<file path="config.mk">
export PLATFORM = sky130hd
export DESIGN_NAME = blk_stream_scheduler
export DESIGN_NICKNAME = d
export VERILOG_FILES = /design/src/rtl/hdmi_sched_pkg.sv /design/src/rtl/gap_timer.sv /design/src/rtl/blk_stream_scheduler.sv
export SDC_FILE = /design/constraint.sdc
export NUM_CORES = 1
export LEC_CHECK = 0
export ABC_AREA = 1
export CAP_MARGIN = 20
export CORE_MARGIN = 2
export CORE_UTILIZATION = 56
export DETAILED_ROUTE_END_ITERATION = 8
export GPL_ROUTABILITY_DRIVEN = 0
export PLACE_DENSITY = 0.84
export SLEW_MARGIN = 10
export SYNTH_ARGS = -nofsm -noshare
export SYNTH_HDL_FRONTEND = slang
export SYNTH_HIERARCHICAL = 1
export SYNTH_SLANG_ARGS = --single-unit
</file>
<file path="constraint.sdc">
create_clock -name clk -period 4.1 [get_ports clk]
set_input_delay 0.41 -clock clk [delete_from_list [all_inputs] [get_ports clk]]
set_output_delay 0.41 -clock clk [all_outputs]
set_load 0.02 [all_outputs]
</file>
<file path="src/rtl/hdmi_sched_pkg.sv">
// Shared definitions for the block stream scheduler.
// Holds the scheduler FSM state type, the default beats-per-block and gap lengths,
// and helpers that derive per-instance constants from the pixels-per-beat parameter.
package hdmi_sched_pkg;

    typedef enum logic [1:0] {
        IDLE,
        BLOCK,
        H_GAP,
        V_GAP
    } sched_state_t;

    localparam int PIX_PER_BLK   = 64;
    localparam int DEF_N         = 2;
    localparam int BLK_BEATS     = PIX_PER_BLK / DEF_N;
    localparam int DEF_H_GAP_CYC = 848;
    localparam int DEF_V_GAP_CYC = 299112;

    function automatic int blk_beats(input int n);
        return PIX_PER_BLK / n;
    endfunction

    function automatic int cnt_width(input int max_cnt);
        return $clog2(max_cnt) + 1;
    endfunction

endpackage

</file>
<file path="src/rtl/gap_timer.sv">
// Loadable down-counter used to time the idle gaps between strips and frames.
// Ports:
//   clk, rst_n   clock and asynchronous active-low reset
//   load         loads load_val into the counter (takes priority over counting)
//   load_val     number of cycles the gap lasts
//   done         high on the last cycle of the gap (counter at terminal count 1)
module gap_timer #(
    parameter int W = 20
) (
    input  logic         clk,
    input  logic         rst_n,
    input  logic         load,
    input  logic [W-1:0] load_val,
    output logic         done
);

    logic [W-1:0] cnt;

    always_ff @(posedge clk or negedge rst_n) begin
        if (!rst_n) begin
            cnt <= '0;
        end else if (load) begin
            cnt <= load_val;
        end else if (cnt != '0) begin
            cnt <= cnt - W'(1);
        end
    end

    // Loaded on the cycle before the gap begins, so a value of L gives L gap cycles
    // with done on the L-th one.
    assign done = (cnt == W'(1));

endmodule

</file>
<file path="src/rtl/blk_stream_scheduler.sv">
// Block stream scheduler: forwards upstream pixel beats as 8x8 blocks toward
// blocks_to_hdmi, inserting an idle gap after each 8-line strip and after each frame.
// Ports:
//   clk, rst_n                        clock, asynchronous active-low reset
//   en                                permits a frame to start (sampled at frame start only)
//   src_valid / src_ready             upstream handshake
//   src_data_y/cr/cb                  upstream pixels, N per beat
//   blk_valid/sob/eob/sof             block framing, registered one cycle after acceptance
//   blk_data_y/cr/cb                  registered pixels, held between valid beats
//   frame_done                        one-cycle pulse on the last cycle of the frame gap
//   underrun                          one-cycle pulse per missing beat inside a block
//   underrun_cnt                      saturating underrun count, cleared at frame start
//                                     (present only with SCHED_UNDERRUN_CNT_EN defined)
//
// state  | meaning
// IDLE   | waiting for en to start a frame
// BLOCK  | accepting beats of the current block
// H_GAP  | idle gap after a strip that is not the last
// V_GAP  | idle gap after the last strip of the frame
module blk_stream_scheduler
    import hdmi_sched_pkg::*;
#(
    parameter int N         = DEF_N,
    parameter int X_RES     = 2160,
    parameter int Y_RES     = 1200,
    parameter int H_GAP_CYC = DEF_H_GAP_CYC,
    parameter int V_GAP_CYC = DEF_V_GAP_CYC
) (
    input  logic                     clk,
    input  logic                     rst_n,
    input  logic                     en,
    input  logic                     src_valid,
    output logic                     src_ready,
    input  logic signed [N-1:0][7:0] src_data_y,
    input  logic signed [N-1:0][7:0] src_data_cr,
    input  logic signed [N-1:0][7:0] src_data_cb,
    output logic                     blk_valid,
    output logic                     blk_sob,
    output logic                     blk_eob,
    output logic                     blk_sof,
    output logic signed [N-1:0][7:0] blk_data_y,
    output logic signed [N-1:0][7:0] blk_data_cr,
    output logic signed [N-1:0][7:0] blk_data_cb,
    output logic                     frame_done,
    output logic                     underrun
`ifdef SCHED_UNDERRUN_CNT_EN
    ,
    output logic [15:0]              underrun_cnt
`endif
);

    localparam int BEATS   = blk_beats(N);
    localparam int BLKS    = X_RES / 8;
    localparam int STRIPS  = Y_RES / 8;
    localparam int BW      = cnt_width(BEATS);
    localparam int KW      = cnt_width(BLKS);
    localparam int SW      = cnt_width(STRIPS);
    localparam int GAP_MAX = (H_GAP_CYC > V_GAP_CYC) ? H_GAP_CYC : V_GAP_CYC;
    localparam int GW      = cnt_width(GAP_MAX);

    sched_state_t  state, state_nxt;
    logic [BW-1:0] beat_cnt;
    logic [KW-1:0] blk_cnt;
    logic [SW-1:0] strip_cnt;
    logic          fire, beat_last, blk_last, strip_last;
    logic          cnt_clr, gap_load, gap_done, underrun_nxt;
    logic [GW-1:0] gap_val;

    assign src_ready    = (state == BLOCK);
    assign fire         = src_ready & src_valid;
    assign beat_last    = (beat_cnt == BW'(BEATS - 1));
    assign blk_last     = (blk_cnt == KW'(BLKS - 1));
    assign strip_last   = (strip_cnt == SW'(STRIPS - 1));
    // Beat 0 has not started the block yet, so a missing beat there is not an underrun.
    assign underrun_nxt = src_ready & ~src_valid & (beat_cnt != '0);

    always_ff @(posedge clk or negedge rst_n) begin
        if (!rst_n) state <= IDLE;
        else        state <= state_nxt;
    end

    always_comb begin
        state_nxt  = state;
        cnt_clr    = 1'b0;
        gap_load   = 1'b0;
        gap_val    = '0;
        frame_done = 1'b0;
        case (state)
            IDLE: begin
                if (en) begin
                    state_nxt = BLOCK;
                    cnt_clr   = 1'b1;
                end
            end
            BLOCK: begin
                if (fire && beat_last && blk_last) begin
                    gap_load = 1'b1;
                    if (strip_last) begin
                        state_nxt = V_GAP;
                        gap_val   = GW'(V_GAP_CYC);
                    end else begin
                        state_nxt = H_GAP;
                        gap_val   = GW'(H_GAP_CYC);
                    end
                end
            end
            H_GAP: begin
                if (gap_done) state_nxt = BLOCK;
            end
            V_GAP: begin
                if (gap_done) begin
                    frame_done = 1'b1;
                    if (en) begin
                        state_nxt = BLOCK;
                        cnt_clr   = 1'b1;
                    end else begin
                        state_nxt = IDLE;
                    end
                end
            end
            default: state_nxt = IDLE;
        endcase
    end

    always_ff @(posedge clk or negedge rst_n) begin
        if (!rst_n) begin
            beat_cnt  <= '0;
            blk_cnt   <= '0;
            strip_cnt <= '0;
        end else if (cnt_clr) begin
            beat_cnt  <= '0;
            blk_cnt   <= '0;
            strip_cnt <= '0;
        end else if (fire) begin
            if (beat_last) begin
                beat_cnt <= '0;
                if (blk_last) begin
                    blk_cnt   <= '0;
                    strip_cnt <= strip_last ? '0 : strip_cnt + SW'(1);
                end else begin
                    blk_cnt <= blk_cnt + KW'(1);
                end
            end else begin
                beat_cnt <= beat_cnt + BW'(1);
            end
        end
    end

    always_ff @(posedge clk or negedge rst_n) begin
        if (!rst_n) begin
            blk_valid   <= 1'b0;
            blk_sob     <= 1'b0;
            blk_eob     <= 1'b0;
            blk_sof     <= 1'b0;
            underrun    <= 1'b0;
            blk_data_y  <= '0;
            blk_data_cr <= '0;
            blk_data_cb <= '0;
        end else begin
            blk_valid <= fire;
            blk_sob   <= fire & (beat_cnt == '0);
            blk_eob   <= fire & beat_last;
            blk_sof   <= fire & (beat_cnt == '0) & (blk_cnt == '0) & (strip_cnt == '0);
            underrun  <= underrun_nxt;
            if (fire) begin
                blk_data_y  <= src_data_y;
                blk_data_cr <= src_data_cr;
                blk_data_cb <= src_data_cb;
            end
        end
    end

    gap_timer #(.W(GW)) u_gap_timer (
        .clk      (clk),
        .rst_n    (rst_n),
        .load     (gap_load),
        .load_val (gap_val),
        .done     (gap_done)
    );

`ifdef SCHED_UNDERRUN_CNT_EN
    always_ff @(posedge clk or negedge rst_n) begin
        if (!rst_n) begin
            underrun_cnt <= '0;
        end else if (cnt_clr) begin
            underrun_cnt <= '0;
        end else if (underrun_nxt && underrun_cnt != 16'hFFFF) begin
            underrun_cnt <= underrun_cnt + 16'd1;
        end
    end
`endif

endmodule

</file>
==> results of run 1 <==
power groups by stage:
stage	sequential, mW	clock [mW]	combinational [mW]
after detailed placement	1.56	0	1.75
after global placement	1.55	0	1.70
after global routing	1.60	0.665	1.92
final	1.56	0.600	1.74
after CTS	1.56	0.615	1.76
after floorplan	1.82	0	0.702
per-layer routing:
layer  GRT usage  vias to the layer above
met5           0                        -
met4     0.09148                        0
met3      0.1035                       26
met2      0.4091                      171
met1      0.3320                     2261
li1            -                     2379
flip-flops by register name (all words and copies together) (netlist names), 2 cells and up:
register         flops
beat_cnt             6
blk_cnt             10
blk_data_cb         16
blk_data_cr         16
blk_data_y          16
state                2
strip_cnt            9
u_gap_timer/cnt     20
worst min-delay path by stage:
stage	from	to	slack [ps]	cells after the start
finish	rst_n	u_gap_timer/cnt[14]	170	1
CTS	rst_n	u_gap_timer/cnt[14]	210	1
detailed placement	blk_data_y[10]	blk_data_y[10]	460	2
global placement	blk_data_y[2]	blk_data_y[2]	460	2
floorplan	rst_n	beat_cnt[0]	110	0
global route	rst_n	u_gap_timer/cnt[14]	240	1
cell families after synthesis:
kind of cell,count (synthesis),share of synthesized area
flops,100,0.4708
fa+ha+maj,16,0.03766
simple gates,419,0.3458
xor+xnor,9,0.01483
compound gates,54,0.05555
buf+inv,98,0.07462
other cells,1,0.0007055
critical path, delay by kind of cell (launching register included):
family	cells	cell delay (ps)
fa+ha+maj	1	310
buf+inv	3	690
flops	1	430
simple gates	6	1300
area by class of cell:
| class | instances | area (sq um) |
|---|---|---|
| clock inverter | 6 | 46.29 |
| sequential | 100 | 2502 |
| tap | 129 | 161.4 |
| multi-input combinational | 509 | 2454 |
| timing repair buffer | 109 | 1081 |
| clock buffer | 10 | 137.6 |
| inverter | 81 | 304.0 |
| fill | 686 | 2554 |
synth_stat cells, types with 2 or more instances:
cell      number  area share
o21ai_2        4      0.0066
nand2_2       10       0.012
nor3_1         7      0.0066
nand3_2        2      0.0038
nor2_1        60       0.042
clkbuf_1       4      0.0028
xor2_1         6      0.0099
inv_2          4      0.0028
inv_1         77       0.054
nand3_1       57       0.054
nand2_1      245        0.17
a21oi_1       10      0.0094
or2_2          4      0.0047
nand4_1       11       0.013
buf_4          3      0.0042
o22ai_1        3      0.0035
dfrtp_1      100        0.47
o21ai_0       33       0.031
o211ai_1       2      0.0028
xnor2_1        3      0.0049
ha_1          16       0.038
nand3b_1       3      0.0042
buf_2          8      0.0075
nor2_2        12       0.014
nor2_4         5       0.011
nand2_4        2      0.0042
stage by stage:
stage               std cells  power [mW]    util  cell area (sq um)  setup WS, ps
floorplan                 707       2.524       -               5353          1744
global placement          928       3.244  0.7037               6502          1332
finish                    944       3.901  0.7236               6686          1244
global route              944       4.183  0.7236               6686         977.6
CTS                       944       3.932  0.7236               6686          1251
detailed placement        928       3.312  0.7037               6502          1225
==> flow_summary.json, run 1 <==
{
  "sequentialPowerShare": 0.399,
  "syn_inst": 697,
  "ff2ff_path_depth": 10,
  "startpoint_type": "register",
  "grt_max_degree": 76,
  "initial_core_util": 0.5752,
  "mostFrequentLayoutCell": "nand2_1",
  "post-dp-hpwl_um": 9084,
  "p_comb_frac": 0.447,
  "hold_ws_ps": 173.7,
  "hold_buffers": 0,
  "synth_area_sq_um": 5315,
  "diodes": 0,
  "synth_flop_cell": "dfrtp_1",
  "setup_violations": 0,
  "finalHoldViolCount": 0,
  "maxCapViolCount": 0,
  "period_share": 0.6966,
  "ys_seq_area_frac": 0.4708,
  "reg2reg_slack_ps": 1240,
  "vias_per_cell": 5.124,
  "critPathCaptureType": "register",
  "crit_start": "state[1]",
  "crit_end": "u_gap_timer/cnt[15]",
  "max_stage_delay_ps": 530,
  "yosys_warnings": 6,
  "post_cts_buffers": 0,
  "syn_to_final_growth_pct": 25.80,
  "drtPass1Iterations": 5,
  "clock_latency_ps": 360,
  "critPathKind": "reg -> reg",
  "portBuffers": 106,
  "rows": 35,
  "wl_um": 12640,
  "path_cells": "inv_1, ha_1, nand2_2, nor2_2, nand2_2, nor2_4, inv_1, or2_2, nand3_1, inv_1",
  "initialDrtViolationCount": 234,
  "outcome": "finished clean",
  "worstPathRequired_ps": 4350,
  "irDropWorstVdd_uv": 429.8,
  "wl_met2_um": 5978,
  "switching_share": 0.4119,
  "min_period_ps": 2856,
  "grt_use_total": 0.2614,
  "fp.coreArea_sq_um": 9240,
  "cts_buffers": 9,
  "avgSynthCellArea_sq_um": 7.626,
  "clockBufferDepth": 2,
  "cp_max_fo": 33,
  "final_layout_size_suffix_gt1_frac": 0.07853,
  "wl_met1_um": 5223,
  "p_leak_nw": 3.322,
  "ys_types": 32,
  "grt_first_pass_wirelength_um": 21310,
  "postRouteAntennaNets": 0,
  "slew_headroom": 0.3679,
  "overflow": 0,
  "max_freq_mhz": 350.1,
  "pwr-share-clk": 0.154,
  "clock-sinks": 100,
  "final-max-slew-violation-count": 0,
  "die_x_um": 101.4,
  "cts_tree": "done",
  "synth-seq-cells": 100,
  "p_sw_mw": 1.607,
  "cts_root_buf": "clkbuf_8",
  "p_per_area_nw_per_um2": 583.4,
  "die_h_um": 101.4,
  "antenna_found_initial": 0,
  "r2r-end": "u_gap_timer/cnt[15]",
  "hold_class": "in -> async",
  "final_nets": 878,
  "async_reset_ff_frac": 1.000,
  "skew_ps": 14.16,
  "wl_per_cell_um": 13.38,
  "io_pins": 107,
  "crit_slowest_cell": "inv_1",
  "vias": 4837,
  "synth_edf_count": 0,
  "r2r_start": "state[1]",
  "fin_tns_setup_ps": 0,
  "rsz0062_at_grt": "false",
  "cts_resized": 0,
  "worst_path_most_repeated_cell": "inv_1",
  "critPathArrivalTime_ps": 3110,
  "p_int_mw": 2.294,
  "wl_met3_um": 1181,
  "tightest_slew_ps": 948.0,
  "clkSlewWorstSetupHoldPaths_ps": 100,
  "drc": 0,
  "htreeDepth": 3,
  "grt_pass1_vias": 4804,
  "die-area_sq_um": 10290,
  "layout_common_cells": "245 x nand2_1, 105 x clkdlybuf4s50_1, 100 x dfrtp_1",
  "dr.max_layer_used": "met4"
}
No activity file was read; power rests on OpenSTA's default activity.
==> inputs of run 2 (changes only) <==
CORE_UTILIZATION = 52   (was 56)
PLACE_DENSITY = 0.79   (was 0.84)
clock period = 2.7 ns   (was 4.1 ns; I/O delays follow)
==> run 2 against run 1 <==
  * Design area increased by 1.4%
  * Die area grew 7.4%
  * Critical path depth grew 1
  * Critical endpoint is now u_gap_timer/cnt[5]
  * Largest cell class unchanged
==> flow_summary.json, run 2 (synthesis gave the netlist of run 1 again) <==
{
  "skew_ps": 8.149,
  "drc": 0,
  "critPathCaptureType": "register",
  "gr-usage-met1": 0.2945,
  "dp.cells": 937,
  "vias": 4815,
  "final_nets": 884,
  "die_x_um": 105.1,
  "maxCapViolCount": 0,
  "critPathKind": "reg -> reg",
  "final_util": 0.6876,
  "grt_pass1_vias": 4677,
  "tightest_slew_ps": 648.7,
  "diodes": 0,
  "slew_headroom": 0.5671,
  "post-route-worst-setup-slack_ps": 335.9,
  "startpoint_type": "register",
  "max_freq_mhz": 423.0,
  "postRouteAntennaNets": 0,
  "power_mw": 6.058,
  "wl_um": 12540,
  "clockBufferDepth": 2,
  "final-max-slew-violation-count": 0,
  "detailed_place.area_sq_um": 6558,
  "crit_start": "state[1]",
  "hold_ws_ps": 377.3,
  "r2r_start": "state[1]",
  "mostFrequentLayoutCell": "nand2_1",
  "die-area_sq_um": 11050,
  "portBuffers": 106,
  "post_cts_buffers": 0,
  "p_per_area_nw_per_um2": 893.1,
  "period_share": 0.8756,
  "cts_tree": "done",
  "critPathArrivalTime_ps": 2680,
  "vias_per_cell": 5.052,
  "cts_root_buf": "clkbuf_8",
  "die_h_um": 105.1,
  "grt_use_total": 0.2375,
  "antenna_found_initial": 0,
  "place_ws_ps": 297.9,
  "top_register": "u_gap_timer/cnt",
  "finalHoldViolCount": 0,
  "irDropWorstVdd_uv": 685.5,
  "busiest_layer": "met2",
  "cp_max_fo": 23,
  "clkSlewWorstSetupHoldPaths_ps": 100,
  "finalInstanceArea_sq_um": 6783,
  "wl_per_cell_um": 13.15,
  "final_layout_size_suffix_gt1_frac": 0.08171,
  "grt_first_pass_wirelength_um": 21200,
  "p_leak_nw": 3.388,
  "grt_max_degree": 66,
  "htreeDepth": 3,
  "drtPass1Iterations": 4,
  "rows": 36,
  "largest_reg_flops": 20,
  "worstPathRequired_ps": 3020,
  "fin_tns_setup_ps": 0,
  "layout_common_cells": "245 x nand2_1, 104 x clkdlybuf4s50_1, 100 x dfrtp_1",
  "hold_class": "in -> async",
  "met2_usage": 0.3831,
  "post-dp-hpwl_um": 9026,
  "clock-sinks": 100,
  "setup_violations": 0,
  "initialDrtViolationCount": 201,
  "stdcell_count": 953,
  "clock_latency_ps": 380,
  "min_period_ps": 2364,
  "cts_buffers": 9,
  "syn_to_final_growth_pct": 27.61,
  "io_pins": 107,
  "rsz0062_at_grt": "false",
  "outcome": "finished clean",
  "grt_use_met3": 0.09607,
  "initial_core_util": 0.5388,
  "fp.coreArea_sq_um": 9864,
  "overflow": 0
}
==> run 2: critical path, stage by stage (launching register included) <==
cell	delay (ps)
dfrtp_1	420
inv_1	120
ha_1	210
nand2_2	80
nor2_2	160
nand2_2	110
nor2_4	250
inv_1	350
buf_4	290
o211ai_1	100
o21ai_0	110
nor2_1	90
==> run 2: path summary, 6_finish.rpt <==
path / slack (ps) / endpoint / cells after the start
setup / recovery: 340 / u_gap_timer/cnt[5] / 11
max in group asynchronous: 1610 / u_gap_timer/cnt[13] / 3
setup reg to reg: 340 / u_gap_timer/cnt[5] / 11
hold / removal: 380 / strip_cnt[4] / 2
hold reg to reg: 490 / blk_data_cb[14] / 2
min in group clk: 410 / blk_data_cr[14] / 3
==> run 2: power by group <==
group | switching (mW) | total, mW | internal, mW
sequential | 0.356 | 2.35 | 2.00
clock | 0.536 | 1.06 | 0.526
combinational | 1.51 | 2.64 | 1.14
==> run 2: timing repair <==
action,CTS,global route
endpoints found under the setup margin,0,1
gates resized for setup,0,1
endpoints found under the hold margin,35,0
hold buffers,1,0
==> run 2: layout make-up <==
| cell class | instances | area [sq um] |
|---|---|---|
| tap | 133 | 166.4 |
| sequential | 100 | 2502 |
| fill | 772 | 3082 |
| clock buffer | 10 | 127.6 |
| inverter | 81 | 304.0 |
| timing repair buffer | 115 | 1144 |
| multi-input combinational | 509 | 2454 |
| clock inverter | 5 | 85.08 |
==> run 2: metal layers <==
layer  wire length (um)  part of all wire  vias up
met1               5388              0.43     2257
met2               5927              0.47      150
met3               1058             0.084       16
met5                  0                 0        -
met4                160             0.013        0
li1                   -                 -     2392
==> inputs of run 3 (changes only) <==
SYNTH_HIERARCHICAL = default   (was 1)
==> run 3 against run 2 <==
  * Wire length shrank 4.8%
  * Fmax increased by 0.66%
  * Synthesized cell count fell by 8.2%
  * Critical path type is now reg -> out
  * Combinational power is 19% lower
==> flow_summary.json, run 3 <==
{
  "outcome": "finished clean",
  "multi_input_area_sq_um": 2381,
  "portBuffers": 106,
  "top_register": "u_gap_timer.cnt",
  "overflow": 0,
  "diodes": 0,
  "p_leak_nw": 3.386,
  "place_ws_ps": 642.8,
  "cts_tree": "done",
  "post-dp-hpwl_um": 8543,
  "finalHoldViolCount": 0,
  "maxCapViolCount": 0,
  "grt_max_degree": 56,
  "synth_common_cells": "237 x nand2_1, 100 x dfrtp_1, 56 x nor2_1",
  "synth_flop_cell": "dfrtp_1",
  "rows": 36,
  "die_h_um": 104.0,
  "rsz0062_at_grt": "false",
  "ys_seq_area_frac": 0.4808,
  "drc": 0,
  "critPathCaptureType": "output port",
  "slew_headroom": 0.6035,
  "yosys_warnings": 0,
  "yosys.area.top_type_share": 0.4808,
  "synth_area_sq_um": 5205,
  "synth-compound-area-share": 0.02115,
  "synth-xor-area-share": 0.04375,
  "p_comb_frac": 0.404,
  "synth_fa_ha_area_frac": 0.03606,
  "pwr-share-clk": 0.199,
  "max_freq_mhz": 425.8,
  "period_share": 0.8698,
  "sequentialPowerShare": 0.397,
  "post-synth-top-count-cell": "nand2_1",
  "critPathArrivalTime_ps": 2080,
  "antenna_found_initial": 0,
  "synth_top_family_by_area": "simple AND/OR/NAND/NOR gates",
  "synth-seq-cells": 100,
  "grt_use_total": 0.2372,
  "io_pins": 107,
  "htreeDepth": 3,
  "synth_largest_area_cell": "dfrtp_1",
  "synthMuxAreaShare": 0,
  "post_cts_buffers": 0,
  "reg2reg_slack_ps": 610,
  "initial_core_util": 0.5350,
  "initialDrtViolationCount": 269,
  "clock_latency_ps": 370,
  "cts_buffers": 9,
  "syn_inst": 640,
  "wl_per_cell_um": 13.59,
  "setup_violations": 0,
  "mostFrequentLayoutCell": "nand2_1",
  "synth_edf_count": 0,
  "fin_tns_setup_ps": 0,
  "cts_root_buf": "clkbuf_8",
  "startpoint_type": "register",
  "syn-num-nets": 707,
  "grt_pass1_vias": 4487,
  "async_reset_ff_frac": 1.000,
  "clock-sinks": 100,
  "hold_class": "in -> reg",
  "p_per_area_nw_per_um2": 810.4,
  "die-area_sq_um": 10830,
  "final_layout_size_suffix_gt1_frac": 0.08591,
  "cts_resized": 0,
  "hold_buffers": 1,
  "layout_common_cells": "236 x nand2_1, 105 x clkdlybuf4s50_1, 100 x dfrtp_1",
  "fp.coreArea_sq_um": 9729,
  "ys_types": 33,
  "avgSynthCellArea_sq_um": 8.133,
  "wl_um": 11940,
  "clockBufferDepth": 2,
  "p_int_mw": 3.358,
  "min_period_ps": 2348,
  "syn_to_final_growth_pct": 26.18,
  "cp_max_fo": 3,
  "detailed_place.area_sq_um": 6346,
  "p_sw_mw": 1.964,
  "grt_first_pass_wirelength_um": 20920,
  "switching_share": 0.3690,
  "die_x_um": 104.0,
  "vias_per_cell": 5.099,
  "synth_simple_gate_area_share": 0.3560,
  "fill_cells": 824,
  "skew_ps": 11.64,
  "vias": 4477,
  "final-max-slew-violation-count": 0,
  "critPathKind": "reg -> out",
  "irDropWorstVdd_uv": 611.6,
  "worstPathRequired_ps": 2430,
  "postRouteAntennaNets": 0,
  "post-route-worst-setup-slack_ps": 351.5,
  "tightest_slew_ps": 594.8,
  "synth_area_leaders": "dfrtp_1 48%, nand2_1 17%, nand3_1 4.9%",
  "seq_area_sq_um": 2502,
  "drtPass1Iterations": 4,
  "final_nets": 809,
  "finalInstanceArea_sq_um": 6568,
  "clkSlewWorstSetupHoldPaths_ps": 100,
  "largest_reg_flops": 20
}
run 3: cells by family after synthesis:
group	Yosys count
and+or+nand+nor	406
xor gates and xnor gates	26
adders and majority gates	15
AOI/OAI and AO/OA	21
DFF	100
buffers and inverters	72
run 3: path summary, 6_finish.rpt:
check                                   start              to  cells past startpoint
max in group asynchronous               rst_n    strip_cnt[3]                      3
setup reg to reg                     state[1]        state[0]                     11
hold / removal                 src_data_cr[3]  blk_data_cr[3]                      3
setup / recovery           u_gap_timer.cnt[1]      frame_done                      7
hold reg to reg                blk_data_y[14]  blk_data_y[14]                      2
min in group asynchronous               rst_n    strip_cnt[8]                      2
run 3: stage by stage:
step,cells,power (mW),hold WS (ps),util
after floorplan,640,3.272,-25.59,-
after global placement,863,4.243,303.4,0.6523
after detailed placement,863,4.299,319.3,0.6523
after CTS,878,5.362,411.9,0.6750
after global routing,878,5.663,414.9,0.6750
final,878,5.322,423.9,0.6750
run 3: critical path, stage by stage (launching register included):
cell and delay [ps]:
dfrtp_1 420, inv_1 120, ha_1 170, inv_1 40
nor2_1 160, nand4_2 140, inv_1 70, clkdlybuf4s50_1 590
run 3: per-layer routing:
| metal | part of all wire | vias up | track usage |
|---|---|---|---|
| met5 | 0 | - | 0 |
| met4 | 0.016 | 0 | 0.08012 |
| met3 | 0.097 | 15 | 0.08584 |
| met2 | 0.47 | 133 | 0.3764 |
| met1 | 0.42 | 2126 | 0.3021 |
| li1 | - | 2203 | - |
run 3: area by class of cell:
type,count,area share
clock inverters,4,0.01124
well taps,133,0.02534
clock buffers,10,0.02096
inverters,50,0.02934
multi-input cells,468,0.3625
flip-flops and latches,100,0.3810
repair buffers,113,0.1696
run 3: power groups by stage:
stage,clock (mW),sequential [mW],combinational [mW]
floorplan,0,2.56,0.716
global placement,0,2.12,2.12
detailed placement,0,2.13,2.17
CTS,1.07,2.11,2.18
global route,1.14,2.17,2.36
finish,1.06,2.11,2.15
